**src/rtl/ace_txn_ctrl.sv**
```systemverilog
// ace_txn_ctrl: ACE master-side control for ReadShared/MakeUnique/WriteClean with retries and a buffered snoop path.
// Optional watchdog on BRESP/RDATA/SNP_LOOK enabled by defining ACE_TIMEOUT_EN.
module ace_txn_ctrl #(
  parameter int BURST_LEN = 4,
  parameter int MAX_RETRY = 3,
  parameter int SNP_DEPTH = 2,
  parameter int TO_CYCLES = 256
) (
  input  logic clk,
  input  logic rst_n,
  input  logic read_req,
  input  logic write_req,
  input  logic invalid_req,
  output logic ace_ready,
  output logic ace_err,
  output logic read_shared_o,
  output logic make_unique_o,
  output logic write_clean_o,
  input  logic resp_okay,
  output logic beat_en,
  output logic read_resp_en,
  output logic AW_VALID,
  input  logic AW_READY,
  output logic W_VALID,
  input  logic W_READY,
  output logic W_LAST,
  input  logic B_VALID,
  output logic B_READY,
  output logic AR_VALID,
  input  logic AR_READY,
  input  logic R_VALID,
  output logic R_READY,
  input  logic R_LAST,
  input  logic AC_VALID,
  output logic AC_READY,
  output logic CR_VALID,
  input  logic CR_READY,
  output logic CD_VALID,
  input  logic CD_READY,
  output logic CD_LAST,
  output logic snp_push,
  output logic snp_pop,
  input  logic snp_done,
  input  logic snp_data
);
  localparam int BW = $clog2(BURST_LEN + 1);
  localparam int RW = $clog2(MAX_RETRY + 2);
  localparam int OW = $clog2(SNP_DEPTH + 1);
  localparam logic [BW-1:0] LAST = BW'(BURST_LEN - 1);
  localparam logic [RW-1:0] MAXR = RW'(MAX_RETRY);
  typedef enum logic [2:0] {IDLE, WADDR, WDATA, BRESP, RADDR, RDATA, SNP_LOOK, SNP_RESP} state_t;
  state_t state_q, state_d;
  logic [BW-1:0] beat_q, beat_d;
  logic [RW-1:0] retry_q, retry_d;
  logic [OW-1:0] occ_q, occ_d;
  logic mu_q, mu_d, fail_q, fail_d, sdata_q, sdata_d, cr_q, cr_d, cd_q, cd_d;
  logic to;
  // Gated by rst_n so every output reads 0 while reset is held.
  assign AC_READY = rst_n & (occ_q < OW'(SNP_DEPTH));
  assign snp_push = AC_VALID & AC_READY;
  assign snp_pop = (state_q == IDLE) & (occ_q != '0);
  assign occ_d = occ_q + OW'(snp_push) - OW'(snp_pop);
  assign read_shared_o = AR_VALID & ~mu_q;
  assign make_unique_o = AR_VALID & mu_q;
  assign write_clean_o = AW_VALID;
  always_comb begin
    state_d = state_q;
    beat_d = beat_q;
    retry_d = retry_q;
    mu_d = mu_q;
    fail_d = fail_q;
    sdata_d = sdata_q;
    cr_d = cr_q;
    cd_d = cd_q;
    ace_ready = 1'b0;
    ace_err = 1'b0;
    read_resp_en = 1'b0;
    beat_en = 1'b0;
    AW_VALID = 1'b0;
    W_VALID = 1'b0;
    W_LAST = 1'b0;
    B_READY = 1'b0;
    AR_VALID = 1'b0;
    R_READY = 1'b0;
    CR_VALID = 1'b0;
    CD_VALID = 1'b0;
    CD_LAST = 1'b0;
    case (state_q)
      IDLE: begin
        if (occ_q != '0) state_d = SNP_LOOK;
        else if (write_req) begin
          state_d = WADDR;
          retry_d = '0;
        end else if (invalid_req | read_req) begin
          state_d = RADDR;
          retry_d = '0;
          mu_d = invalid_req;
        end
      end
      WADDR: begin
        AW_VALID = 1'b1;
        if (AW_READY) begin
          state_d = WDATA;
          beat_d = '0;
        end
      end
      WDATA: begin
        W_VALID = 1'b1;
        W_LAST = beat_q == LAST;
        beat_en = W_READY;
        if (W_READY) begin
          beat_d = beat_q + BW'(1);
          if (W_LAST) state_d = BRESP;
        end
      end
      BRESP: begin
        B_READY = 1'b1;
        if (B_VALID) begin
          if (resp_okay) begin
            ace_ready = 1'b1;
            state_d = IDLE;
          end else if (retry_q < MAXR) begin
            retry_d = retry_q + RW'(1);
            state_d = WADDR;
          end else begin
            ace_err = 1'b1;
            state_d = IDLE;
          end
        end else if (to) begin
          ace_err = 1'b1;
          state_d = IDLE;
        end
      end
      RADDR: begin
        AR_VALID = 1'b1;
        if (AR_READY) begin
          state_d = RDATA;
          beat_d = '0;
          fail_d = 1'b0;
        end
      end
      RDATA: begin
        R_READY = 1'b1;
        beat_en = R_VALID;
        if (R_VALID) begin
          beat_d = beat_q + BW'(1);
          fail_d = fail_q | ~resp_okay;
          if (R_LAST) begin
            if (!fail_d) begin
              ace_ready = 1'b1;
              read_resp_en = 1'b1;
              state_d = IDLE;
            end else if (retry_q < MAXR) begin
              retry_d = retry_q + RW'(1);
              state_d = RADDR;
            end else begin
              ace_err = 1'b1;
              state_d = IDLE;
            end
          end
        end else if (to) begin
          ace_err = 1'b1;
          state_d = IDLE;
        end
      end
      SNP_LOOK: begin
        if (snp_done | to) begin
          sdata_d = snp_done & snp_data;
          state_d = SNP_RESP;
          beat_d = '0;
          cr_d = 1'b0;
          cd_d = 1'b0;
        end
      end
      default: begin
        CR_VALID = ~cr_q;
        CD_VALID = sdata_q & ~cd_q;
        CD_LAST = CD_VALID & (beat_q == LAST);
        if (CD_VALID & CD_READY) beat_d = beat_q + BW'(1);
        cr_d = cr_q | CR_READY;
        cd_d = cd_q | ~sdata_q | (CD_VALID & CD_READY & CD_LAST);
        if (cr_d & cd_d) state_d = IDLE;
      end
    endcase
  end
  always_ff @(posedge clk or negedge rst_n) begin
    if (!rst_n) begin
      state_q <= IDLE;
      beat_q <= '0;
      retry_q <= '0;
      occ_q <= '0;
      mu_q <= 1'b0;
      fail_q <= 1'b0;
      sdata_q <= 1'b0;
      cr_q <= 1'b0;
      cd_q <= 1'b0;
    end else begin
      state_q <= state_d;
      beat_q <= beat_d;
      retry_q <= retry_d;
      occ_q <= occ_d;
      mu_q <= mu_d;
      fail_q <= fail_d;
      sdata_q <= sdata_d;
      cr_q <= cr_d;
      cd_q <= cd_d;
    end
  end
`ifdef ACE_TIMEOUT_EN
  localparam int TW = $clog2(TO_CYCLES + 1);
  logic [TW-1:0] wd_q, wd_d;
  logic wait_st, prog;
  // Counter restarts on any progress or when leaving a waiting state.
  always_comb begin
    wait_st = (state_q == BRESP) | (state_q == RDATA) | (state_q == SNP_LOOK);
    prog = ((state_q == BRESP) & B_VALID) | ((state_q == RDATA) & R_VALID) | ((state_q == SNP_LOOK) & snp_done);
    to = wait_st & ~prog & (wd_q == TW'(TO_CYCLES));
    wd_d = (wait_st & ~prog & ~to) ? wd_q + TW'(1) : '0;
  end
  always_ff @(posedge clk or negedge rst_n) begin
    if (!rst_n) wd_q <= '0;
    else wd_q <= wd_d;
  end
`else
  assign to = 1'b0 & (TO_CYCLES > 0);
`endif
endmodule

```
**config.mk**
```make
export PLATFORM = sky130hd
export DESIGN_NAME = ace_txn_ctrl
export DESIGN_NICKNAME = d
export VERILOG_FILES = /design/src/rtl/ace_txn_ctrl.sv
export SDC_FILE = /design/constraint.sdc
export NUM_CORES = 1
export LEC_CHECK = 0
export ABC_AREA = 1
export CAP_MARGIN = 10
export CORE_UTILIZATION = 40
export CTS_CLUSTER_SIZE = 14
export DETAILED_ROUTE_END_ITERATION = 8
export GPL_TIMING_DRIVEN = 1
export PLACE_DENSITY = 0.68
export SYNTH_ARGS = -nofsm -noshare
export SYNTH_HDL_FRONTEND = slang
export SYNTH_SLANG_ARGS = --single-unit
```
**constraint.sdc**
```tcl
create_clock -name clk -period 4.63 [get_ports clk]
set_clock_uncertainty 0.1 [all_clocks]
set_input_delay 0.463 -clock clk [delete_from_list [all_inputs] [get_ports clk]]
set_output_delay 0.463 -clock clk [all_outputs]
set_load 0.02 [all_outputs]
```
==> metrics.md <==
| Metric | Value |
|---|---|
| Netlist Area Pre-Place | `between 1000 and 1500 um2` |
| Leakage | `~0.91 nW` |
| Via count | `1354` |
| Post-CTS Resized | `0` |
| Boundary pin count | `36` |
| Die width | `between 60 and 70 um` |
| DP Area | `between 1500 and 2000 um2` |
| Fin. Hold Viols | `0` |
| Total Wirelength | `slightly above 3 mm` |
| Final worst slack | `approximately 1.7 ns` |
| Starting DRC count in detailed routing | `55` |
| Largest net degree at the start of global routing | `19` |
| I/O Buffers | `35` |
| Outcome | `completed` |
| Post-Place Cells | `between 200 and 300` |
| Net switching power | `~0.55 mW` |
| Min cycle time layout | `a little under 3 ns` |
| Clock root buffer | `clkbuf_4` |
| Pre-antenna DRT Iters | `4` |
| Core box area | `around 3100 um2` |
| CP Capture Type | `output port` |
| Max Root-Sink Buffers | `2` |
| Fraction of layout instances using a drive strength above 1 | `13.1%` |
| Post-Place Worst Slack | `1.68 ns` |
| Syn_nets | `224` |
| Synth-to-Final Area Change | `29.4%` |
| Final antenna-violating net count | `0` |
| Worst vdd ir | `approximately 0.34 mV` |
| Reg power frac | `between 20% and 30%` |
| Hold EP | `beat_q[2]$_DFFE_PN0P_` |
| Worst Hold Class | `flop to flop` |
| Post-route setup TNS | `0 ns` |
| Sw frac | `around half` |
| CP Launch Type | `input pin` |
| Max-slew headroom | `between 40% and 50%` |
| Most used cell, CP | `clkdlybuf4s50_1` |
| Drt wl/cell | `between 10 and 15 um` |
| Post-CTS setup repair buffer count | `0` |
| Total gr overflow | `0` |
| Cells after Synth | `between 200 and 250` |
| Final instance area | `1760 um2` |
| R2r endpoint | `occ_q[1]$_DFF_PN0_` |
| CTS Buf Count | `3` |
| Synth warn | `0` |
| Crit Reg-Reg Startpoint | `state_q[2]$_DFFE_PN0P_` |
| Comb pwr share | `approximately 64%` |
| Final setup viols | `0` |
| Residual DRC count | `0` |
| Layout Cells excl Fill | `approximately 280` |
| Row count | `20` |
| Max_cap viols | `0` |
| Final Max Slew Viols | `0` |
| Hold-critical path depth | `2` |
| Initial Utilization | `43.5%` |
| Worst Min Path Start | `beat_q[2]$_DFFE_PN0P_` |
| Dpl hpwl | `~2.4 mm` |
| # H-tree levels | `1` |
| Fill count | `316` |
| Tot GR Track Use | `between 10% and 20%` |
| Die ar. | `3640 um2` |
| Max frequency | `between 300 and 400 MHz` |
| Initial antenna violation count | `0` |
| Routed vias/inst | `4.82` |
| Cts hold-fix bufs | `0` |
| Crit Path Class | `input pin to output port` |
| Slowest CP cell | `clkdlybuf4s50_1` |
| CTS tree | `built` |
| Reg2Reg Setup Slack | `~2.4 ns` |
| CP cell instances | `clkdlybuf4s50_1 > and3_1 > clkdlybuf4s50_1` |
| Die Ht | `slightly above 60 um` |
| Worst Tran Pin Value | `0.770 ns` |
| Post-synth cell types | `31` |
| Post-synthesis average cell area | `slightly below 7 um2` |
| RSZ-0062 raised after global routing | `false` |
| Final net count | `between 200 and 300` |
| Vias in the first global route | `~1200` |
| Worst Reg2Reg Path Length in Cells | `8` |
| Antenna Cells | `0` |
| Global-route wire length before repair | `approximately 5 mm` |
| Part of the Yosys area used for sequential elements | `29.4%` |
| Cell Int Power | `between 0.5 and 0.6 mW` |
| Post-synthesis register bit count | `16` |
| CTS sink cnt | `16` |
| P per Cell Area | `approximately 600 nW/um2` |
| Power share of the clock group | `just under 9%` |
| CP Max Fanout | `18` |
| CP top delay family | `buffers and inverters` |
| Worst EP required | `just over 4 ns` |
| CP bufs+invs | `2` |
| Crit path largest cell delay | `approximately 0.97 ns` |
| Critical Path AT | `between 2 and 2.5 ns` |
| Crit share post-route | `62.4%` |
| Skew-Pair Late Insertion Delay | `between 0.2 and 0.3 ns` |
| Routability cong. | `0.847` |
| Reg clk slew, reported paths | `0.10 ns` |
-- synth_stat cells (all sizes together) --
library cell   n  area, um2
a32oi          1       8.76
nand3         20        120
xnor2          2       17.5
ha             5       62.6
nor2          37        161
buf            4       41.3
nand3b         1       7.51
nand2         51        221
xor2           1       8.76
nand4          8       50.1
a21oi          6       33.8
dfrtp         16        400
nor3           2       21.3
nor4           1       6.26
a21boi         1       7.51
and3           1       6.26
o22ai          1       6.26
or2            1       6.26
inv           36        135
o21ai          6       30.0
o211ai         1       7.51
-- cell families after synthesis --
logic type	count (synthesis)	share of synthesized area, %
and+or+nand+nor	122	44.2
buffers and inverters	40	13.0
AOI/OAI and AO/OA	16	6.90
DFF	16	29.4
adders and majority gates	5	4.60
xor gates and xnor gates	3	1.93
-- tightest hold or removal path, stage by stage, from the launching register on --
cell     delay, ns
dfrtp_1       0.36
nand2_1       0.05
nand2_1       0.05
-- placed cells by master, fill, tap and decap left out, types with 2 or more instances in the layout --
cell type and instances:
inv_2 7, nor2_2 3, clkdlybuf4s50_1 35, nand2_4 2
nand3_1 16, nand3_2 4, ha_1 5, nand4_1 8
inv_1 29, nor2_4 2, nand2_1 43, nand2_2 6
dfrtp_1 16, a21oi_1 5, clkbuf_4 3, xnor2_1 2
nor2_1 32, o21ai_0 5
-- worst max-delay path by stage --
stage,cells past startpoint,startpoint,endpoint
detailed placement,3,rst_n,snp_push
global placement,3,rst_n,snp_push
global route,3,rst_n,snp_push
floorplan,6,state_q[0]$_DFFE_PN0P_,make_unique_o
finish,3,rst_n,snp_push
CTS,3,rst_n,snp_push
-- flip-flops by register name, summed over array words and instances, names as in the netlist --
signal / cells
beat_q: 3
retry_q: 3
state_q: 3
occ_q: 2
cd_q: 1
cr_q: 1
fail_q: 1
mu_q: 1
sdata_q: 1
-- through the flow --
| step | hold WS, ns | util, % | total power, mW |
|---|---|---|---|
| after floorplan | 0.0674 | - | 0.801 |
| after global placement | 0.362 | 55.1 | 0.973 |
| after detailed placement | 0.364 | 55.1 | 0.969 |
| after CTS | 0.390 | 56.3 | 1.07 |
| after global routing | 0.415 | 56.3 | 1.17 |
| final | 0.387 | 56.3 | 1.06 |
-- area by class of cell --
cell class / instances / area (um2) / share of cell area, %
Sequential cell: 16 / 400 / 22.7
Multi-Input combinational cell: 146 / 783 / 44.5
Timing Repair Buffer: 35 / 350 / 19.9
Tap cell: 44 / 55.1 / 3.13
Inverter: 36 / 135 / 7.68
Clock buffer: 4 / 36.3 / 2.06
-- power by group through the flow --
stage	Combinational [mW]	Sequential, mW	Clock [mW]
finish	0.679	0.289	0.0917
global route	0.765	0.298	0.105
CTS	0.683	0.288	0.0939
detailed placement	0.679	0.290	0
global placement	0.682	0.291	0
floorplan	0.566	0.235	0
-- layer usage --
layer | wire length (um) | track usage [%] | up-vias
met2 | 1290 | 26.5 | 37
met3 | 161 | 1.95 | 2
met5 | 0 | 0 | -
met4 | 21 | 5.65 | 0
met1 | 1550 | 27.1 | 597
li1 | - | - | 718
No activity file was read; power rests on OpenSTA's default activity.
